==> src/rtl/p2_pkg.sv <==
// Shared P2 bus definitions: bus widths, the default timeout and the master state encoding.
// The slave blocks use the same package.
package p2_pkg;
    localparam int P2_AW          = 23;
    localparam int P2_DW          = 16;
    localparam int P2_TIMEOUT_DEF = 255;

    typedef enum logic [2:0] {
        ST_IDLE   = 3'd0,
        ST_ADDR   = 3'd1,
        ST_STROBE = 3'd2,
        ST_WAIT   = 3'd3,
        ST_DONE   = 3'd4
    } p2_state_t;
endpackage

==> src/rtl/p2_timer.sv <==
// Bus-cycle timeout: a down-counter loaded with TIMEOUT that counts the STROBE and WAIT cycles.
// expire fires on the TIMEOUT-th enabled cycle.
module p2_timer
    import p2_pkg::*;
#(
    parameter int TIMEOUT = P2_TIMEOUT_DEF
) (
    input  logic clk,
    input  logic reset_n,
    input  logic i_load,
    input  logic i_en,
    output logic o_expire
);

    logic [7:0] r_count;

    always_ff @(posedge clk or negedge reset_n) begin
        if (!reset_n) begin
            r_count <= '0;
        end else if (i_load) begin
            r_count <= 8'(TIMEOUT);
        end else if (i_en) begin
            if (r_count != 8'd0) r_count <= r_count - 8'd1;
        end else begin
            r_count <= '0;
        end
    end

    // The count equals TIMEOUT in STROBE, so a count of 1 marks strobe cycle number TIMEOUT.
    assign o_expire = i_en && (r_count == 8'd1);

endmodule

==> src/rtl/p2_master.sv <==
// P2 bus master: turns a single host request into one ADDR/STROBE/WAIT/DONE bus cycle.
// All bus strobes come straight from flops, which keeps them free of glitches.
//
// state  | meaning
// IDLE   | waiting for req; bus strobes released, addr holds the last address
// ADDR   | address valid, ras_n low
// STROBE | cas_n/go_n low, write strobes and datai driven; wait_n ignored
// WAIT   | strobes held until wait_n is high or the timeout expires
// DONE   | strobes released, ack pulsed with err
module p2_master
    import p2_pkg::*;
#(
    parameter int TIMEOUT = P2_TIMEOUT_DEF
) (
    input  logic             clk,
    input  logic             reset_n,
    input  logic             req,
    input  logic [P2_AW-1:0] req_addr,
    input  logic             req_write,
    input  logic [1:0]       req_be,
    input  logic [P2_DW-1:0] req_wdata,
    output logic             busy,
    output logic             ack,
    output logic             err,
    output logic [P2_DW-1:0] rdata,
    output logic [P2_AW-1:0] addr,
    output logic             ras_n,
    output logic             cas_n,
    output logic             wel_n,
    output logic             weu_n,
    output logic             rw_n,
    output logic             go_n,
    input  logic             wait_n,
    output logic [P2_DW-1:0] datai,
    input  logic [P2_DW-1:0] datao
);

    p2_state_t        r_state;
    p2_state_t        w_state_nxt;
    logic [P2_AW-1:0] r_addr;
    logic             r_write;
    logic [1:0]       r_be;
    logic [P2_DW-1:0] r_wdata;
    logic             r_busy, r_ack, r_err;
    logic [P2_DW-1:0] r_rdata;
    logic             r_ras_n, r_cas_n, r_go_n, r_wel_n, r_weu_n, r_rw_n;
    logic [P2_DW-1:0] r_datai;

    logic             w_accept, w_done_ok, w_done_to;
    logic             w_active, w_strb;
    logic             w_write;
    logic [1:0]       w_be;
    logic [P2_DW-1:0] w_wdata;
    logic             w_expire;

    p2_timer #(.TIMEOUT(TIMEOUT)) u_timer (
        .clk      (clk),
        .reset_n  (reset_n),
        .i_load   (r_state == ST_ADDR),
        .i_en     ((r_state == ST_STROBE) || (r_state == ST_WAIT)),
        .o_expire (w_expire)
    );

    always_comb begin
        w_state_nxt = r_state;
        w_accept    = 1'b0;
        w_done_ok   = 1'b0;
        w_done_to   = 1'b0;
        case (r_state)
            ST_IDLE: begin
                if (req) begin
                    w_accept    = 1'b1;
                    w_state_nxt = ST_ADDR;
                end
            end
            ST_ADDR:   w_state_nxt = ST_STROBE;
            ST_STROBE: w_state_nxt = ST_WAIT;
            ST_WAIT: begin
                // A release in the timeout cycle wins over the timeout.
                if (wait_n) begin
                    w_done_ok   = 1'b1;
                    w_state_nxt = ST_DONE;
                end else if (w_expire) begin
                    w_done_to   = 1'b1;
                    w_state_nxt = ST_DONE;
                end
            end
            ST_DONE:   w_state_nxt = ST_IDLE;
            default:   w_state_nxt = ST_IDLE;
        endcase

        w_active = (w_state_nxt == ST_ADDR) || (w_state_nxt == ST_STROBE) || (w_state_nxt == ST_WAIT);
        w_strb   = (w_state_nxt == ST_STROBE) || (w_state_nxt == ST_WAIT);
        // The ADDR outputs are launched on the accept edge, before the request registers update.
        w_write  = w_accept ? req_write : r_write;
        w_be     = w_accept ? req_be    : r_be;
        w_wdata  = w_accept ? req_wdata : r_wdata;
    end

    always_ff @(posedge clk or negedge reset_n) begin
        if (!reset_n) begin
            r_state <= ST_IDLE;
            r_addr  <= '0;
            r_write <= 1'b0;
            r_be    <= '0;
            r_wdata <= '0;
            r_busy  <= 1'b0;
            r_ack   <= 1'b0;
            r_err   <= 1'b0;
            r_rdata <= '0;
            r_ras_n <= 1'b1;
            r_cas_n <= 1'b1;
            r_go_n  <= 1'b1;
            r_wel_n <= 1'b1;
            r_weu_n <= 1'b1;
            r_rw_n  <= 1'b1;
            r_datai <= '0;
        end else begin
            r_state <= w_state_nxt;
            if (w_accept) begin
                r_addr  <= req_addr;
                r_write <= req_write;
                r_be    <= req_be;
                r_wdata <= req_wdata;
            end
            r_busy  <= w_active;
            r_ack   <= (w_state_nxt == ST_DONE);
            r_err   <= w_done_to;
            r_ras_n <= !w_active;
            r_cas_n <= !w_strb;
            r_go_n  <= !w_strb;
            r_wel_n <= !(w_strb && w_write && w_be[0]);
            r_weu_n <= !(w_strb && w_write && w_be[1]);
            r_rw_n  <= !(w_active && w_write);
            r_datai <= (w_strb && w_write) ? w_wdata : '0;
            if (w_done_ok && !r_write) begin
                r_rdata <= datao;
            end else if (w_done_to && !r_write) begin
                r_rdata <= 16'hFFFF;
            end
        end
    end

    assign busy  = r_busy;
    assign ack   = r_ack;
    assign err   = r_err;
    assign rdata = r_rdata;
    assign addr  = r_addr;
    assign ras_n = r_ras_n;
    assign cas_n = r_cas_n;
    assign go_n  = r_go_n;
    assign wel_n = r_wel_n;
    assign weu_n = r_weu_n;
    assign rw_n  = r_rw_n;
    assign datai = r_datai;

endmodule

==> config.mk <==
export PLATFORM = sky130hd
export DESIGN_NAME = p2_master
export DESIGN_NICKNAME = d
export VERILOG_FILES = /design/src/rtl/p2_pkg.sv /design/src/rtl/p2_timer.sv /design/src/rtl/p2_master.sv
export SDC_FILE = /design/constraint.sdc
export NUM_CORES = 1
export LEC_CHECK = 0
export ABC_AREA = 1
export CAP_MARGIN = 15
export CELL_PAD_IN_SITES_DETAIL_PLACEMENT = 0
export CELL_PAD_IN_SITES_GLOBAL_PLACEMENT = 1
export CORE_MARGIN = 8
export CORE_UTILIZATION = 34
export CTS_CLUSTER_DIAMETER = 50
export CTS_CLUSTER_SIZE = 30
export DETAILED_ROUTE_END_ITERATION = 6
export PLACE_DENSITY_LB_ADDON = 0.1
export SYNTH_ARGS = -nofsm -noshare
export SYNTH_HDL_FRONTEND = slang
export SYNTH_SLANG_ARGS = --single-unit
==> constraint.sdc <==
create_clock -name clk -period 2 [get_ports clk]
set_input_delay 0.3 -clock clk [delete_from_list [all_inputs] [get_ports clk]]
set_output_delay 0.3 -clock clk [all_outputs]
set_load 0.02 [all_outputs]
==> metrics.yaml, run 1 <==
outcome: "complete, no violations"
yosysUniqueCellTypes: 25
wl_met1_mm: 4.40
port-buffer-count: 125
rows: 39
crit_type: "reg -> out"
cp_cell_sequence: "clkdlybuf4s50_1"
hpwl_mm: 6.95
top_layer: "met4"
slew_viol_final: 0
wl_per_cell_um: 14.4
num_vias: 2883
place_ws_ns: 0.244
root_buffer: "clkbuf_16"
avgSynthCellArea_um2: 10.1
cp-startpoint: "rw_n$_DFF_PN1_"
vias_per_cell: 4.37
ys_async_sr_fraction_pct: 100
fin_area_um2: 5570
crit_path_max_incr_delay_ns: 0.62
fp.dieW_um: 122
drv_cap: 0
path_max_fanout: 1
die_y_um: 122
cts_sinks: 93
placed_area_um2: 5270
gp_congestion: 0.775
rrSetupSlack_ns: 0.31
critPathArrivalTime_ns: 1.47
cts_buffers: 9
worstPathRequired_ns: 1.70
synthCells: 380
synth_top_area_share_pct: 57.3
drtIter0Drc: 136
critical_path.top_delay_family: "buffers and inverters"
ys_top_cells_by_area: "dfrtp_1 (57%), nand2_1 (7.6%), mux2_2 (6.7%), inv_1 (6.0%), o21ai_0 (3.6%)"
antenna_cells: 0
rsz0062_at_grt: "no"
grt_first_pass_wirelength_mm: 15.3
drc_errors: 0
ys_ff_latch: 93
powerDensity_nw_per_um2: 1640
synth-edff-count: 0
total_leakage_power_uw: 0.00264
path_depth: 1
setup_viol: 0
synth.most_common_cell: "dfrtp_1"
r2r-end: "datai[0]$_DFF_PN0_"
ys_seq_area_share_pct: 60.8
relSlewSlack_pct: 73.7
start_kind: "register"
final_nets: 577
ioPinCount: 126
fin_crit_ns: 1.77
grt_max_degree: 49
r2r-start: "u_timer.r_count[1]$_DFFE_PN0P_"
overflow: 0
grt_pass1_vias: 3004
synthTopCellsByCount: "dfrtp_1 (88), nand2_1 (78), inv_1 (61)"
worstSetupEndpoint: "rw_n"
clock_skew_ns: 0.00552
syn_nets: 445
cts_tree: "built"
irDropWorstVdd_mv: 0.633
finalWirelength_mm: 9.48
area_delta_synth_final_pct: 45.2
die_area_um2: 15000
synth.cell_area_um2: 3840
core_um2: 11200
antenna_found_initial: 0
drt_first_pass_iters: 4
drive_gt1_share_pct: 15.3
r2r_cells: 9
final_cells: 660
start_util_pct: 34.2
critPathSlowestCell: "clkdlybuf4s50_1"
hold_viol: 0
cp-end-kind: "primary output"
cts.path.max_buffers: 2
ys_warn_count: 0
dp.cells: 643
htreeDepth: 3
worst-path-buf-inv: 1
setup_tns_ns: 0
period_share_pct: 88.5
worst_pin_slew_ns: 0.393
wl_met2_mm: 4.41
ys.flop_type: "dfrtp_1"
layout_setup_ws_ns: 0.230
clock.fmax_ghz: 0.565
route.met3.wl_um: 470
hp-class: "in -> async"
drtAntennaViolNets: 0
clk_latency_ns: 0.33
grt_usage_pct: 13.1
path_clk_slew_ns: 0.06
synth_largest_area_cell: "dfrtp_1"
## cell usage in the layout (no fill, tap or decap), types with 3 or more instances in the layout
| cell | n |
|---|---|
| a21oi_1 | 8 |
| nor2_2 | 13 |
| nand3_1 | 26 |
| nand2_4 | 3 |
| dfstp_2 | 5 |
| dfrtp_1 | 88 |
| inv_1 | 61 |
| buf_4 | 5 |
| clkbuf_16 | 9 |
| mux2_2 | 23 |
| clkdlybuf4s50_1 | 124 |
| nand4_1 | 3 |
| o21ai_0 | 28 |
| ha_1 | 3 |
| or2_2 | 6 |
| nand2_1 | 78 |
| nor2_1 | 13 |
## how the worst min path moves through the flow
stage,start,endpoint
2_1_floorplan,reset_n,ack$_DFF_PN0_
3_3_place_gp,reset_n,u_timer.r_count[5]$_DFFE_PN0P_
3_5_place_dp,reset_n,u_timer.r_count[5]$_DFFE_PN0P_
4_1_cts,reset_n,u_timer.r_count[6]$_DFFE_PN0P_
5_1_grt,reset_n,u_timer.r_count[5]$_DFFE_PN0P_
6_report,reset_n,u_timer.r_count[5]$_DFFE_PN0P_
## per-layer routing
metal	up-vias	global-route usage [%]
met1	1348	17.2
met5	-	0
met2	75	20.5
met4	0	5.94
li1	1445	-
met3	15	2.99
## cells by family after synthesis
kind of cell               after synthesis  share of synthesized area, %
and+or+nand+nor                        150                          18.4
DFF                                     93                          60.8
buffers and inverters                   73                          7.82
AOI/OAI and AO/OA                       38                          5.25
muxes                                   23                          6.74
adders and majority gates                3                         0.978
## power breakdown
group | switching, uW | internal, uW | total [uW]
logic | 2400 | 1890 | 4290
clock network | 672 | 999 | 1670
registers | 397 | 2790 | 3190
total | 3470 | 5680 | 9150
## through the flow
step	total power, uW	util (%)	hold WS [ns]
floorplan	5740	-	0.00441
global placement	7520	47.0	0.251
detailed placement	7600	47.0	0.248
CTS	9330	49.7	0.434
global route	9830	49.7	0.463
finish	9150	49.7	0.430
## registers in the layout, indices dropped and copies added, names as in the netlist, 2 cells and up
signal and cells:
addr 23, datai 16, r_wdata 16, rdata 16
u_timer.r_count 8, r_state 3, r_be 2
## area by class of cell
cell class                 count  area, um2
fill                        1081       5650
clock buffer                  12        246
timing repair buffer         132       1330
inverter                      62        233
clock inverter                 4       47.5
sequential                    93       2330
multi-input combinational    214       1210
tap                          143        179
## what timing repair did
action / 4_1_cts / 5_1_grt
buffers inserted: 0 / 0
hold buffers: 1 / 0
resized for setup: 0 / 0
hold endpoints to repair: 21 / 0
Note: power is estimated with default switching activity, not from simulation.
==> run 2, diff against run 1 <==
ABC_AREA = unset   (was 1)
CORE_UTILIZATION = 36   (was 34)
==> run 2 against run 1 <==
Synthesized cell count is 29% lower. Die area is 4.5% lower. Clock skew is 0.013 ns higher. First-iteration DRC count is 17% lower. Global-route usage is 0.056 points higher. Flip-flop and latch count stayed put. Total power is 0.62% higher. Largest cell class unchanged.
==> metrics.yaml, run 2 <==
outcome: "complete, no violations"  # unchanged
placed_area_um2: 5380  # was 5270 um2
irDropWorstVdd_mv: 0.668  # was 0.633 mV
ys_async_sr_fraction_pct: 100  # unchanged
antenna_found_initial: 0  # unchanged
nFillCells: 901  # was 1081
drv_cap: 0  # unchanged
largest_reg_flops: 23  # unchanged
drtAntennaViolNets: 0  # unchanged
htreeDepth: 3  # unchanged
relSlewSlack_pct: 65.4  # was 73.7%
synthTopCellsByCount: "dfrtp_1 (88), mux2_2 (43), or2_2 (17)"  # was dfrtp_1 (88), nand2_1 (78), inv_1 (61)
grt_first_pass_wirelength_mm: 15.2  # was 15.3 mm
root_buffer: "clkbuf_8"  # was clkbuf_16
num_vias: 2696  # was 2883
hold_ws_ns: 0.432  # was 0.430 ns
port-buffer-count: 125  # unchanged
synthSimpleGateAreaFrac_pct: 8.80  # was 18.4%
critPathSlowestCell: "or4_1"  # was clkdlybuf4s50_1
p_comb_share_pct: 49.8  # was 46.9%
ys.flop_type: "dfrtp_1"  # unchanged
die_area_um2: 14300  # was 15000 um2
synth.most_common_cell: "dfrtp_1"  # unchanged
clk_latency_ns: 0.36  # was 0.33 ns
crit_type: "reg -> reg"  # was reg -> out
crit_path_max_incr_delay_ns: 0.62  # about the same
rrSetupSlack_ns: 0.17  # was 0.31 ns
ys_seq_area_share_pct: 60.5  # was 60.8%
critPathArrivalTime_ns: 2.07  # was 1.47 ns
synth_top_family_by_area: "multiplexers"  # was simple AND/OR/NAND/NOR gates
fin_area_um2: 5620  # was 5570 um2
synth_mux_area_share_pct: 13.0  # was 6.74%
wl_per_cell_um: 17.1  # was 14.4 um
final_common_cell: "clkdlybuf4s50_1"  # unchanged
ys_top_cells_by_area: "dfrtp_1 (57%), mux2_2 (13%), o221a_2 (4.7%), o211a_1 (4.2%), dfstp_2 (3.4%)"  # was dfrtp_1 (57%), nand2_1 (7.6%), mux2_2 (6.7%), inv_1 (6.0%), o21ai_0 (3.6%)
cp-end-kind: "register"  # was primary output
fin_crit_ns: 1.83  # was 1.77 ns
path_clk_slew_ns: 0.10  # was 0.06 ns
clock.fmax_ghz: 0.548  # was 0.565 GHz
cts_sinks: 93  # unchanged
drc_errors: 0  # unchanged
avgSynthCellArea_um2: 14.3  # was 10.1 um2
ys_warn_count: 0  # unchanged
antenna_cells: 0  # unchanged
start_kind: "register"  # unchanged
synth-compound-area-share_pct: 12.9  # was 5.25%
synth_top_area_share_pct: 57.1  # was 57.3%
total_leakage_power_uw: 0.00252  # was 0.00264 uW
synth.cell_area_um2: 3850  # was 3840 um2
rows: 37  # was 39
rsz0062_at_grt: "no"  # unchanged
start_util_pct: 37.2  # was 34.2%
synthAdderAreaFrac_pct: 0.974  # was 0.978%
cts_setup_buffers: 0  # unchanged
syn_nets: 335  # was 445
slew_viol_final: 0  # unchanged
die_y_um: 119  # was 122 um
gp_congestion: 0.767  # was 0.775
grt_usage_pct: 13.2  # was 13.1%
drtIter0Drc: 113  # was 136
most-common-layout-cells: "clkdlybuf4s50_1 (124), dfrtp_1 (88), mux2_2 (43), or2_2 (17)"  # was clkdlybuf4s50_1 (124), dfrtp_1 (88), nand2_1 (78), inv_1 (61), o21ai_0 (28)
p_clk_share_pct: 15.4  # was 18.2%
area_delta_synth_final_pct: 45.8  # was 45.2%
finalPower_uw: 9210  # was 9150 uW
synth_xor_xnor_area_share_pct: 0.454  # was 0%
hold_viol: 0  # unchanged
final_nets: 472  # was 577
yosysUniqueCellTypes: 45  # was 25
p_int_uw: 5900  # was 5680 uW
drt_first_pass_iters: 4  # unchanged
cts_buffers: 9  # unchanged
hp-class: "in -> async"  # unchanged
grt_pass1_vias: 2859  # was 3004
vias_per_cell: 4.92  # was 4.37
period_share_pct: 91.3  # was 88.5%
cts_tree: "built"  # unchanged
p_sw_share_pct: 36.0  # was 37.9%
netSwitchingPower_uw: 3320  # was 3470 uW
setup_viol: 0  # unchanged
r2r_cells: 3  # was 9
overflow: 0  # unchanged
r2r-end: "u_timer.r_count[1]$_DFFE_PN0P_"  # was datai[0]$_DFF_PN0_
clock_skew_ns: 0.0181  # was 0.00552 ns
cp_cell_sequence: "or4_1 -> nor3_4 -> mux2_2"  # was clkdlybuf4s50_1
hpwl_mm: 6.91  # was 6.95 mm
synth-edff-count: 0  # unchanged
synth_largest_area_cell: "dfrtp_1"  # unchanged
ioPinCount: 126  # unchanged
finalWirelength_mm: 9.35  # was 9.48 mm
powerDensity_nw_per_um2: 1640  # about the same
ys_ff_latch: 93  # unchanged
path_max_fanout: 5  # was 1
grt_max_degree: 39  # was 49
worstPathRequired_ns: 2.24  # was 1.70 ns
synthCells: 270  # was 380
drive_gt1_share_pct: 30.1  # was 15.3%
fp.dieW_um: 119  # was 122 um
core_um2: 10400  # was 11200 um2
worst_pin_slew_ns: 0.518  # was 0.393 ns
finalCoreUtilization_pct: 54.2  # was 49.7%
seq_power_share_pct: 34.8  # was 34.9%
r2r-start: "u_timer.r_count[5]$_DFFE_PN0P_"  # was u_timer.r_count[1]$_DFFE_PN0P_
cts.path.max_buffers: 2  # unchanged
==> run 2: worst max path at each step <==
stage                                         startpoint                        endpoint  slack (ns)  depth (start not counted)
final                     u_timer.r_count[5]$_DFFE_PN0P_  u_timer.r_count[1]$_DFFE_PN0P_        0.17                          3
after global routing      u_timer.r_count[1]$_DFFE_PN0P_              datai[6]$_DFF_PN0_        0.05                          7
after CTS                                ras_n$_DFF_PN1_                           ras_n        0.16                          1
after detailed placement                             req             datai[10]$_DFF_PN0_      -0.006                          5
after global placement                               req              datai[3]$_DFF_PN0_      -0.006                          5
after floorplan                     r_state[1]$_DFF_PN0_              datai[1]$_DFF_PN0_        0.26                          5
==> run 2: what timing repair did <==
item	in CTS	in global routing
gates resized for setup	0	0
hold buffers	1	0
endpoints found under the hold margin	30	0
==> run 2: kinds of logic (layout without fill, tap and decap cells) <==
group,Yosys count,count (layout)
buf+inv,23,165
simple gates,50,50
mux,44,44
xor+xnor,2,2
fa+ha+maj,3,3
compound gates,55,55
flops,93,93
==> run 2: worst max-delay path: cells and delay by family (launching register included) <==
kind,cells,cell delay [ns]
AND/OR/NAND/NOR,2,0.93
flip-flops,1,0.42
multiplexers,1,0.37
==> run 2: per-stage QoR <==
step | cells | setup TNS [ns] | setup WS, ns
final | 548 | 0 | 0.174
after global routing | 548 | 0 | 0.0513
after CTS | 548 | 0 | 0.159
after detailed placement | 531 | -0.0204 | -0.00634
after global placement | 531 | -0.0655 | -0.00647
after floorplan | 270 | 0 | 0.264
==> run 2: routing by layer <==
metal | GRT usage [%] | share of wire (%) | vias up
li1 | - | - | 1269
met1 | 16.2 | 43 | 1347
met2 | 21.8 | 50 | 70
met3 | 3.50 | 5.2 | 10
met4 | 4.84 | 1.1 | 0
met5 | 0 | 0 | -
==> run 2: power by group through the flow <==
stage	Sequential, uW	Combinational, uW	Clock (uW)
finish	3200	4590	1420
global route	3320	4940	1550
CTS	3210	4680	1480
detailed placement	3250	4660	0
global placement	3230	4600	0
floorplan	3800	2180	0
==> run 2: cell type report <==
type	count	area, um2	area share (%)
multi-input combinational	154	1400	24.8
inverter	4	15.0	0.267
sequential	93	2330	41.5
timing repair buffer	145	1480	26.3
clock inverter	7	105	1.87
tap	136	170	3.03
clock buffer	9	124	2.20
